`config.mk`:
```
export PLATFORM = sky130hd
export DESIGN_NAME = einstein_kbd_matrix
export DESIGN_NICKNAME = d
export VERILOG_FILES = /design/src/rtl/einstein_kbd_matrix.sv
export SDC_FILE = /design/constraint.sdc
export NUM_CORES = 1
export LEC_CHECK = 0
export CAP_MARGIN = 40
export CORE_ASPECT_RATIO = 0.7
export CORE_MARGIN = 4
export CORE_UTILIZATION = 60
export CTS_BUF_LIST = sky130_fd_sc_hd__clkbuf_4
export DETAILED_ROUTE_END_ITERATION = 8
export PLACE_DENSITY = 0.8
export SYNTH_ARGS = -nofsm -noshare
export SYNTH_HDL_FRONTEND = slang
export SYNTH_SLANG_ARGS = --single-unit
```
`constraint.sdc`:
```
create_clock -name clk_sys -period 7.7 [get_ports clk_sys]
set_clock_uncertainty 0.1 [all_clocks]
set_input_delay 0.77 -clock clk_sys [delete_from_list [all_inputs] [get_ports clk_sys]]
set_output_delay 0.77 -clock clk_sys [all_outputs]
set_load 0.01 [all_outputs]
```
`src/rtl/einstein_kbd_matrix.sv`:
```
// einstein_kbd_matrix
//   Converts MiSTer PS/2 key events into the Einstein 8x8 active-low keyboard
//   matrix plus the SHIFT/CTRL/GRAPH modifier lines read by the machine core.
//
// Ports
//   clk_sys   in   system clock (32 MHz)
//   reset     in   asynchronous, active-high reset
//   ps2_key   in   [10] toggle, [9] press(1)/release(0), [8] E0 flag, [7:0] set-2 code
//   kb_row    in   row select from PSG port A, active-low (bit r low = row r)
//   kb_col    out  column return to PSG port B, active-low (registered)
//   kb_shift  out  0 while either shift key is held (registered)
//   kb_ctrl   out  0 while either ctrl key is held (registered)
//   kb_graph  out  0 while either alt key is held (registered)
//
// Matrix state is one bit per key, index = row*8 + col, 1 = held.
module einstein_kbd_matrix (
  input  logic        clk_sys,
  input  logic        reset,
  input  logic [10:0] ps2_key,
  input  logic [7:0]  kb_row,
  output logic [7:0]  kb_col,
  output logic        kb_shift,
  output logic        kb_ctrl,
  output logic        kb_graph
);

  typedef enum logic [2:0] {
    MOD_NONE,
    MOD_LSH,
    MOD_RSH,
    MOD_LCTL,
    MOD_RCTL,
    MOD_LALT,
    MOD_RALT
  } mod_id_e;

  // State
  logic [63:0] matrix_q, matrix_d;
  logic        lsh_q, lsh_d, rsh_q, rsh_d;
  logic        lctl_q, lctl_d, rctl_q, rctl_d;
  logic        lalt_q, lalt_d, ralt_q, ralt_d;
  logic        tog_q, tog_d;
  logic        primed_q, primed_d;
  logic [7:0]  kb_col_q, kb_col_d;
  logic        kb_shift_q, kb_shift_d;
  logic        kb_ctrl_q, kb_ctrl_d;
  logic        kb_graph_q, kb_graph_d;

  // Decode results
  logic [8:0]  key9;
  logic [6:0]  lut;       // {hit, row[2:0], col[2:0]}
  mod_id_e     mod_id;
  logic        evt;
  logic        press;
  logic [7:0]  col_sel;

  assign key9  = ps2_key[8:0];
  assign press = ps2_key[9];

  // Scancode lookup. The E0 flag is part of the key, so an extended-only entry
  // never matches its non-extended twin (e.g. keypad 8 vs cursor up).
  always_comb begin
    lut    = 7'd0;
    mod_id = MOD_NONE;
    case (key9)
      // modifiers live outside the matrix
      9'h012: mod_id = MOD_LSH;
      9'h059: mod_id = MOD_RSH;
      9'h014: mod_id = MOD_LCTL;
      9'h114: mod_id = MOD_RCTL;
      9'h011: mod_id = MOD_LALT;
      9'h111: mod_id = MOD_RALT;
      // row 0: digits 1-8
      9'h016: lut = {1'b1, 3'd0, 3'd0};
      9'h01E: lut = {1'b1, 3'd0, 3'd1};
      9'h026: lut = {1'b1, 3'd0, 3'd2};
      9'h025: lut = {1'b1, 3'd0, 3'd3};
      9'h02E: lut = {1'b1, 3'd0, 3'd4};
      9'h036: lut = {1'b1, 3'd0, 3'd5};
      9'h03D: lut = {1'b1, 3'd0, 3'd6};
      9'h03E: lut = {1'b1, 3'd0, 3'd7};
      // row 1: Q A W S E D R F
      9'h015: lut = {1'b1, 3'd1, 3'd0};
      9'h01C: lut = {1'b1, 3'd1, 3'd1};
      9'h01D: lut = {1'b1, 3'd1, 3'd2};
      9'h01B: lut = {1'b1, 3'd1, 3'd3};
      9'h024: lut = {1'b1, 3'd1, 3'd4};
      9'h023: lut = {1'b1, 3'd1, 3'd5};
      9'h02D: lut = {1'b1, 3'd1, 3'd6};
      9'h02B: lut = {1'b1, 3'd1, 3'd7};
      // row 2: T G Y H U J I K
      9'h02C: lut = {1'b1, 3'd2, 3'd0};
      9'h034: lut = {1'b1, 3'd2, 3'd1};
      9'h035: lut = {1'b1, 3'd2, 3'd2};
      9'h033: lut = {1'b1, 3'd2, 3'd3};
      9'h03C: lut = {1'b1, 3'd2, 3'd4};
      9'h03B: lut = {1'b1, 3'd2, 3'd5};
      9'h043: lut = {1'b1, 3'd2, 3'd6};
      9'h042: lut = {1'b1, 3'd2, 3'd7};
      // row 3: O L P ; [ ' ] backslash
      9'h044: lut = {1'b1, 3'd3, 3'd0};
      9'h04B: lut = {1'b1, 3'd3, 3'd1};
      9'h04D: lut = {1'b1, 3'd3, 3'd2};
      9'h04C: lut = {1'b1, 3'd3, 3'd3};
      9'h054: lut = {1'b1, 3'd3, 3'd4};
      9'h052: lut = {1'b1, 3'd3, 3'd5};
      9'h05B: lut = {1'b1, 3'd3, 3'd6};
      9'h05D: lut = {1'b1, 3'd3, 3'd7};
      // row 4: cursor/edit cluster (all E0) plus Esc
      9'h16B: lut = {1'b1, 3'd4, 3'd0};  // left
      9'h174: lut = {1'b1, 3'd4, 3'd1};  // right
      9'h175: lut = {1'b1, 3'd4, 3'd2};  // up
      9'h172: lut = {1'b1, 3'd4, 3'd3};  // down
      9'h16C: lut = {1'b1, 3'd4, 3'd4};  // home
      9'h170: lut = {1'b1, 3'd4, 3'd5};  // insert
      9'h171: lut = {1'b1, 3'd4, 3'd6};  // delete
      9'h076: lut = {1'b1, 3'd4, 3'd7};  // esc
      // row 5: Z X C V B N M ,
      9'h01A: lut = {1'b1, 3'd5, 3'd0};
      9'h022: lut = {1'b1, 3'd5, 3'd1};
      9'h021: lut = {1'b1, 3'd5, 3'd2};
      9'h02A: lut = {1'b1, 3'd5, 3'd3};
      9'h032: lut = {1'b1, 3'd5, 3'd4};
      9'h031: lut = {1'b1, 3'd5, 3'd5};
      9'h03A: lut = {1'b1, 3'd5, 3'd6};
      9'h041: lut = {1'b1, 3'd5, 3'd7};
      // row 6: . / 9 0 - = backspace enter
      9'h049: lut = {1'b1, 3'd6, 3'd0};
      9'h04A: lut = {1'b1, 3'd6, 3'd1};
      9'h046: lut = {1'b1, 3'd6, 3'd2};
      9'h045: lut = {1'b1, 3'd6, 3'd3};
      9'h04E: lut = {1'b1, 3'd6, 3'd4};
      9'h055: lut = {1'b1, 3'd6, 3'd5};
      9'h066: lut = {1'b1, 3'd6, 3'd6};
      9'h05A: lut = {1'b1, 3'd6, 3'd7};
      // row 7: space tab caps ` F1-F4
      9'h029: lut = {1'b1, 3'd7, 3'd0};
      9'h00D: lut = {1'b1, 3'd7, 3'd1};
      9'h058: lut = {1'b1, 3'd7, 3'd2};
      9'h00E: lut = {1'b1, 3'd7, 3'd3};
      9'h005: lut = {1'b1, 3'd7, 3'd4};
      9'h006: lut = {1'b1, 3'd7, 3'd5};
      9'h004: lut = {1'b1, 3'd7, 3'd6};
      9'h00C: lut = {1'b1, 3'd7, 3'd7};
      default: ;
    endcase
  end

  // Next-state logic
  always_comb begin
    // primed_q gates the first post-reset cycle so a stale toggle left on
    // ps2_key is never taken for a fresh keypress.
    evt      = primed_q & (ps2_key[10] ^ tog_q);
    tog_d    = ps2_key[10];
    primed_d = 1'b1;

    matrix_d = matrix_q;
    lsh_d    = lsh_q;
    rsh_d    = rsh_q;
    lctl_d   = lctl_q;
    rctl_d   = rctl_q;
    lalt_d   = lalt_q;
    ralt_d   = ralt_q;

    if (evt) begin
      if (lut[6]) matrix_d[lut[5:0]] = press;
      case (mod_id)
        MOD_LSH:  lsh_d  = press;
        MOD_RSH:  rsh_d  = press;
        MOD_LCTL: lctl_d = press;
        MOD_RCTL: rctl_d = press;
        MOD_LALT: lalt_d = press;
        MOD_RALT: ralt_d = press;
        default:  ;
      endcase
    end

    // Selected rows OR together (wired-AND on the active-low bus); no row
    // selected leaves every column high.
    col_sel = 8'h00;
    for (int r = 0; r < 8; r++) begin
      if (!kb_row[r]) col_sel = col_sel | matrix_q[r*8 +: 8];
    end
    kb_col_d   = ~col_sel;
    kb_shift_d = ~(lsh_q | rsh_q);
    kb_ctrl_d  = ~(lctl_q | rctl_q);
    kb_graph_d = ~(lalt_q | ralt_q);
  end

  always_ff @(posedge clk_sys or posedge reset) begin
    if (reset) begin
      matrix_q   <= 64'd0;
      lsh_q      <= 1'b0;
      rsh_q      <= 1'b0;
      lctl_q     <= 1'b0;
      rctl_q     <= 1'b0;
      lalt_q     <= 1'b0;
      ralt_q     <= 1'b0;
      tog_q      <= 1'b0;
      primed_q   <= 1'b0;
      kb_col_q   <= 8'hFF;
      kb_shift_q <= 1'b1;
      kb_ctrl_q  <= 1'b1;
      kb_graph_q <= 1'b1;
    end else begin
      matrix_q   <= matrix_d;
      lsh_q      <= lsh_d;
      rsh_q      <= rsh_d;
      lctl_q     <= lctl_d;
      rctl_q     <= rctl_d;
      lalt_q     <= lalt_d;
      ralt_q     <= ralt_d;
      tog_q      <= tog_d;
      primed_q   <= primed_d;
      kb_col_q   <= kb_col_d;
      kb_shift_q <= kb_shift_d;
      kb_ctrl_q  <= kb_ctrl_d;
      kb_graph_q <= kb_graph_d;
    end
  end

  assign kb_col   = kb_col_q;
  assign kb_shift = kb_shift_q;
  assign kb_ctrl  = kb_ctrl_q;
  assign kb_graph = kb_graph_q;

endmodule

```
Word-level counts from Yosys, hierarchy flattened --
Cells that the tools add are included.
Word-level totals: flip-flop bits (word level) 83, bits of input ports 21, output and inout bits 11, logic and storage cells 128
Cells by class: magnitude comparators 2, equal/unequal tests 76, multiplexer cells 13, bitwise logic cells 16, reduce and logical (&&, ||, !) cells 8
Operator list (number):
- case mux 7 bit (64 select lines) | 1
- == test 9 x 6 -> 1 bit, second input constant | 23
- == test 9 x 7 -> 1 bit, second input constant | 22
- == test 9 x 5 -> 1 bit, second input constant | 10
- == test 9 bit, second input constant | 9
- bitwise mux 64 bit | 1
- two-way mux 8 bit | 8
- bitwise OR 8 bit | 7
- == test 9 x 3 -> 1 bit, second input constant | 3
- == test 9 x 4 -> 1 bit, second input constant | 3
- case mux 3 bit (6 select lines) | 1
- AND reduction 2 bit | 7
- == test 3 bit, second input constant | 3
- NOT 8 bit | 1
- < comparator 6 x 7 -> 1 bit, second input constant | 1
- demux 1 bit (select 6 bit) | 1
- == test 3 x 2 -> 1 bit, second input constant | 2
- >= comparator 6 x 1 -> 1 bit, second input constant | 1
- == test 3 x 1 -> 1 bit, second input constant | 1
- NOT 1 bit | 3
- bitwise OR 1 bit | 3
- bitwise AND 1 bit | 1
- logical AND 1 bit | 1
- two-way mux 1 bit | 1
- XOR 1 bit | 1

Logic depth before layout (Yosys ltp) --
Gate-level depths: netlist of run 1.
word-level depth 16, gate-level depth with buffers 13, depth with buffers taken out 8

Least setup slack after synthesis of run 1 --
Ideal clock, no wire load.
path kind input-to-reg, start input port ps2_key[8], end register matrix_q[45], library setup time 0.128 ns, data arrival time 3.021 ns, data required time 7.472 ns, path slack 4.452 ns, cell stages on the path 10, cells stage by stage buf_2 > and4bb_4 > o2111ai_4 > o211ai_2 > a2111oi_4 > nand3_2 > or3_1 > buf_6 > nor2_2 > mux2_1
On the way: longest elaborated chain between the ends 7
RTL lines:
- from (decl) | RTL line 19 | input logic [10:0] ps2_key,
- == test 9 x 4 -> 1 bit, or another cell as far along | RTL line 65 | case (key9)
- case mux 7 bit (64 select lines) * | RTL line 65
- < comparator 6 x 7 -> 1 bit (not written as such) or >= comparator 6 x 1 -> 1 bit (tied branches) | RTL line 166 | if (lut[6]) matrix_d[lut[5:0]] = press;
- logical AND 1 bit (not written as such) | RTL line 166
- two-way mux 1 bit (not written as such) | RTL line 166
- demux 1 bit (select 6 bit) | RTL line 166
- bitwise mux 64 bit | RTL line 166
- to (signal assigned) | RTL line 206 | matrix_q <= matrix_d;
- to (decl) | RTL line 38 | logic [63:0] matrix_q, matrix_d;
Every way passes the cells marked *; elsewhere a longest branch is shown, timed or not. A chain may end at the register's enable or synchronous reset.

Final worst setup path of run 1 --
start input port ps2_key[0], end register matrix_q[45]
The elaborated chain is that of the path after synthesis.

==> results of run 1 <==
[flip-flops by register name (all words and copies together), names as in the netlist]
| register | flops |
|---|---|
| lsh_q | 1 |
| kb_graph | 1 |
| rsh_q | 1 |
| ralt_q | 1 |
| lalt_q | 1 |
| kb_ctrl | 1 |
| tog_q | 1 |
| matrix_q | 64 |
| lctl_q | 1 |
| primed_q | 1 |
| rctl_q | 1 |
| kb_shift | 1 |
| kb_col | 8 |
[cells in the final DEF, fill, tap and decap left out, types with 7 or more instances in the layout]
cell and count:
nand3_1 20, nand2b_1 11, a21oi_1 17, nor3_1 14
buf_4 9, mux2_2 30, nor2_1 42, nand2_1 45
nor3_2 8, a31o_2 7, dfrtp_1 72, o22ai_1 32
mux2_1 25, nor2b_1 7, inv_1 68, clkdlybuf4s50_1 30
nor2_2 7, o21ai_0 25, dfstp_2 11, nand4_1 9
nor4_1 15, clkbuf_4 9
[worst reg2reg max path: cells and delay by family (launching register included)]
family / cells / cell delay [ns]
compound gates: 2 / 0.59
mux: 1 / 0.37
xor+xnor: 1 / 0.20
simple gates: 3 / 0.74
flops: 1 / 0.40
[report_power, final]
part	internal, mW	leakage [nW]	switching [mW]
Sequential	0.450	1.04	0.00483
Clock	0.170	0.103	0.170
Combinational	0.0499	1.27	0.0987
Total	0.670	2.41	0.274
[cell type report]
type,instances,area (um2)
Fill cell,732,3000
Multi-Input combinational cell,421,2980
Sequential cell,83,2090
Timing Repair Buffer,42,420
Inverter,69,260
Tap cell,124,155
Clock inverter,7,128
Clock buffer,9,67.6
[path summary, 6_finish.rpt]
check / cells after the start / start / end
max: 9 / ps2_key[0] / matrix_q[45]$_DFFE_PP0P_
min: 1 / lsh_q$_DFFE_PP0P_ / kb_shift$_DFF_PP1_
max reg2reg: 7 / tog_q$_DFF_PP0_ / matrix_q[12]$_DFFE_PP0P_
min reg2reg: 1 / lsh_q$_DFFE_PP0P_ / kb_shift$_DFF_PP1_
max in group asynchronous: 4 / reset / kb_col[3]$_DFF_PP1_
min in group asynchronous: 3 / reset / primed_q$_DFF_PP0_
[layer usage]
| layer | wire [um] | GRT usage | up-vias |
|---|---|---|---|
| li1 | - | - | 2228 |
| met4 | 150 | 0.0724 | 0 |
| met1 | 7740 | 0.480 | 2399 |
| met5 | 0 | 0 | - |
| met2 | 7060 | 0.448 | 280 |
| met3 | 1890 | 0.101 | 13 |
[kinds of logic (layout without fill, tap and decap cells)]
| family | after synthesis | count (layout) | share of synthesized area |
|---|---|---|---|
| compound gates | 123 | 123 | 0.157 |
| xor+xnor | 7 | 7 | 0.0109 |
| buf+inv | 124 | 127 | 0.0993 |
| flops | 83 | 83 | 0.371 |
| mux | 59 | 59 | 0.117 |
| other cells | 1 | 1 | 0.000666 |
| simple gates | 231 | 231 | 0.244 |
==> impl_metrics.py, run 1 <==
metrics = {
    "logic_synthesis": {
        "synth_area_leader_cell": "dfrtp_1",
        "synth_top_area_frac": 0.320,
        "async_reset_ff_frac": 1.00,
        "synthCells": 628,
        "synth.distinct_cells": 85,
        "ys_warn_count": 0,
        "yosys-top-cells-count": "dfrtp_1 (72), inv_1 (69), nand2_1 (45)",
        "synth.ff_latch_count": 83,
        "yosys_most_used_dff": "dfrtp_1",
        "syn_area_um2": 5630,
        "yosys-top-cells-area": "dfrtp_1 (32%), mux2_2 (6.0%), dfstp_2 (5.1%), mux2_1 (5.0%), inv_1 (4.6%)",
        "syn_nets": 649,
        "avgSynthCellArea_um2": 8.97,
        "synth_edf_count": 0,
        "yosysSeqAreaShare": 0.371,
        "synth_most_common_cell": "dfrtp_1",
    },
    "route": {
        "vias": 4920,
        "drtIter0Drc": 668,
        "antenna_left": 0,
        "wl_um": 16800,
        "drt-pass1-iter-count": 6,
        "routedWlPerCell_um": 22.3,
        "routed_via_density": 6.52,
        "drcViolationCount": 0,
    },
    "floorplan": {
        "core_area_um2": 9110,
        "initial_core_util": 0.618,
        "dieWidth_um": 124,
        "io_pins": 32,
        "rows": 29,
        "die_y_um": 89.1,
        "die_area_um2": 11000,
    },
    "critical_path": {
        "crit_slowest_cell": "clkdlybuf4s50_1",
        "worst-r2r-setup-slack_ns": 5.20,
        "critPathTopFamily": "simple AND/OR/NAND/NOR gates",
        "worstPathCellList": "clkdlybuf4s50_1 -> nor2b_1 -> a32oi_1 -> nor4b_2 -> or4_4 -> and4bb_1 -> or3_1 -> nor2_2 -> mux2_1",
        "critPathMaxFanout": 23,
        "cpPeakStageDelay_ns": 0.86,
        "path_buf_inv": 1,
        "arrival_ns": 4.85,
        "critPathKind": "in -> reg",
        "cp_data_required_time_ns": 7.95,
        "critPathCaptureType": "register",
        "cp-start-kind": "input pin",
    },
    "timing": {
        "min_period_over_period": 0.597,
        "final_max_slew_viol_count": 0,
        "hold_violations": 0,
        "fmax_ghz": 0.217,
        "finalSetupViolations": 0,
        "finalCriticalPeriod_ns": 4.60,
        "slew_headroom": 0.384,
        "fin_setup_tns_ns": 0,
        "setup_ws_ns": 3.10,
        "timing.hold.ws_ns": 0.282,
        "rsz0062_at_grt": "no",
        "worst_pin_slew_ns": 0.918,
    },
    "grt": {
        "grt_pass1_vias": 4704,
        "grt_max_degree": 57,
        "antenna_found_initial": 0,
        "gr-total-overflow": 0,
        "track_usage": 0.319,
        "grt_pass1_wl_um": 26400,
    },
    "clock_tree": {
        "post_cts_buffers": 0,
        "clock_latency_ns": 0.46,
        "clk_pin_slew_ns": 0.15,
        "cts_tree": "yes",
        "h-tree-depth": 3,
        "cts.sinks": 83,
        "clk_path_buf_depth": 2,
        "cts_resized": 0,
        "cts_hold_buf": 0,
        "cts_buffers": 9,
        "cts-root-buf": "clkbuf_4",
    },
    "placed_design": {
        "dp_cells": 739,
        "place_congestion": 0.942,
        "hpwl_um": 11900,
        "dp_slack_ns": 2.78,
        "port_buffers": 31,
        "placed_area_um2": 5910,
    },
    "power": {
        "vdd_ir_drop_max_mv": 0.166,
        "power_density_nw_per_um2": 155,
        "p_leak_nw": 2.41,
        "total_power_uw": 944,
    },
    "final_layout": {
        "syn2layout_area_growth_pct": 8.37,
        "final_util": 0.670,
        "diodes": 0,
        "fin_area_um2": 6100,
        "drive_above_1_share": 0.181,
        "fin_cells": 755,
        "num-nets-final": 647,
    },
    "run": {
        "drv_cap": 0,
    },
    "run_status": {
        "status": "finished clean",
    },
    "hold_path": {
        "hp-class": "reg -> reg",
    },
}
Power figures use the tool's default switching activity.
==> run 2, diff against run 1 <==
CORE_UTILIZATION = 56   (was 60)
PLACE_DENSITY = 0.78   (was 0.8)
clock period = 4.1 ns   (was 7.7 ns; I/O delays follow)
==> run 2 against run 1 <==
  * Worst hold slack worse by 0.044 ns
  * Non-clock buffer count up 26
  * First-iteration DRC count down 3.7%
  * Die area up 6.6%
  * Total power up 71%
  * Core utilization down 2.6 points
  * Largest power group unchanged
  * Highest routed layer unchanged
  * Count of clock-buffer cells in the layout unchanged
==> impl_metrics.py, run 2 (synthesized netlist as in run 1, its figures left out) <==
metrics = {
    "timing": {
        "min_period_over_period": 0.854,
        "fin_setup_tns_ns": 0,
        "fmax_ghz": 0.286,
        "hold_violations": 0,
        "worst_pin_slew_ns": 0.841,
        "finalSetupViolations": 0,
        "rsz0062_at_grt": "no",
        "final_max_slew_viol_count": 0,
        "finalCriticalPeriod_ns": 3.50,
        "setup_ws_ns": 0.598,
        "timing.hold.ws_ns": 0.238,
        "slew_headroom": 0.425,
    },
    "grt": {
        "grt_pass1_vias": 5004,
        "use_met3": 0.0873,
        "grt_max_degree": 50,
        "track_usage": 0.313,
        "use_met2": 0.443,
        "gr-total-overflow": 0,
        "grt_util_met1": 0.476,
        "gr-max-usage-layer": "met1",
        "grt_pass1_wl_um": 28300,
        "antenna_found_initial": 0,
    },
    "clock_tree": {
        "cts.sinks": 83,
        "cts-root-buf": "clkbuf_4",
        "h-tree-depth": 3,
        "cts_resized": 0,
        "clk_path_buf_depth": 2,
        "post_cts_buffers": 0,
        "cts_hold_buf": 0,
        "clk_pin_slew_ns": 0.15,
        "clock_latency_ns": 0.45,
        "cts_buffers": 9,
        "cts_tree": "yes",
    },
    "placed_design": {
        "dp_slack_ns": 0.192,
        "hpwl_um": 13200,
        "port_buffers": 31,
        "place_congestion": 0.985,
    },
    "power": {
        "p_leak_nw": 2.51,
        "p_switching_uw": 518,
        "p_sw_frac": 0.322,
        "internal-power_mw": 1.09,
        "combPwrFrac": 0.189,
        "power_density_nw_per_um2": 256,
        "sequentialPowerShare": 0.531,
        "total_power_mw": 1.61,
        "vdd_ir_drop_max_mv": 0.211,
        "clockPowerShare": 0.280,
    },
    "route": {
        "routed_via_density": 6.48,
        "wl_um": 17800,
        "drt-pass1-iter-count": 6,
        "vias": 5087,
        "drcViolationCount": 0,
        "antenna_left": 0,
        "drtIter0Drc": 643,
        "routedWlPerCell_um": 22.7,
    },
    "critical_path": {
        "r2r_cells": 7,
        "cp_data_required_time_ns": 4.35,
        "arrival_ns": 3.75,
        "critPathMaxFanout": 13,
        "critPathCaptureType": "register",
        "cp-start-kind": "input pin",
        "critPathKind": "in -> reg",
    },
    "floorplan": {
        "dieWidth_um": 128,
        "die_area_um2": 11800,
        "initial_core_util": 0.577,
        "rows": 30,
        "die_y_um": 91.9,
        "io_pins": 32,
        "core_area_um2": 9760,
    },
    "final_layout": {
        "final_cell_mix": "dfrtp_1 (72), inv_1 (68), nand2_1 (45), nor2_1 (42), o22ai_1 (32)",
        "top_register": "matrix_q",
        "diodes": 0,
        "drive_above_1_share": 0.213,
        "largest_reg_flops": 64,
        "n_fill_cell": 804,
        "syn2layout_area_growth_pct": 11.6,
        "final_util": 0.644,
        "final_common_cell": "dfrtp_1",
        "num-nets-final": 673,
    },
    "hold_path": {
        "hp-class": "in -> async",
    },
    "run": {
        "drv_cap": 0,
    },
    "run_status": {
        "status": "finished clean",
    },
}
## run 2: cell types whose count changed in the layout (fill, tap and decap cells not counted)
cell | before | now
clkinv_2 | 1 | 2
buf_12 | 1 | 7
buf_2 | 1 | 2
buf_4 | 9 | 29
clkinvlp_4 | 0 | 2
buf_16 | 1 | 0
bufinv_16 | 3 | 0
## run 2: power by group through the flow
stage               registers [mW]  logic (mW)  clock network (mW)
detailed placement           0.870       0.295                   0
CTS                          0.854       0.296               0.458
global route                 0.857       0.324               0.491
floorplan                    0.871       0.180                   0
finish                       0.854       0.305               0.450
global placement             0.867       0.292                   0
## run 2: path summary, 6_finish.rpt
check                              startpoint                        to  slack, ns
min in group clk_sys               ps2_key[9]   matrix_q[7]$_DFFE_PP0P_       0.28
setup / recovery                   ps2_key[7]  matrix_q[45]$_DFFE_PP0P_       0.60
max in group asynchronous               reset       kb_col[4]$_DFF_PP1_       2.84
hold / removal                          reset  matrix_q[14]$_DFFE_PP0P_       0.24
setup reg to reg              tog_q$_DFF_PP0_  matrix_q[12]$_DFFE_PP0P_       1.56
hold reg to reg            rctl_q$_DFFE_PP0P_         kb_ctrl$_DFF_PP1_       0.31
## run 2: routing by layer
layer  wire length [um]  share of wire
met1               8060           0.45
met4                212          0.012
met2               7470           0.42
met3               2050           0.12
met5                  0              0
## run 2: worst max-delay path, cell delays in order
cell             delay (ns)
clkdlybuf4s50_1        0.64
or3b_1                 0.64
nor4_2                 0.49
or2_2                  0.26
nor2_1                 0.06
and4bb_1               0.20
or3_1                  0.53
nor2_2                 0.18
mux2_1                 0.33
## run 2: stage by stage
stage	instances	cell area, um2
after floorplan	628	5630
after global placement	767	6140
after detailed placement	769	6160
after CTS	785	6290
after global routing	785	6290
final	785	6290
## run 2: final cells by class
cell class	count	area [um2]	share of cell area
well taps	128	160	0.0255
repair buffers	68	668	0.106
inverters	69	260	0.0414
multi-input cells	421	2980	0.474
flip-flops and latches	83	2090	0.333
clock buffers	9	67.6	0.0107
clock inverters	7	57.6	0.00915
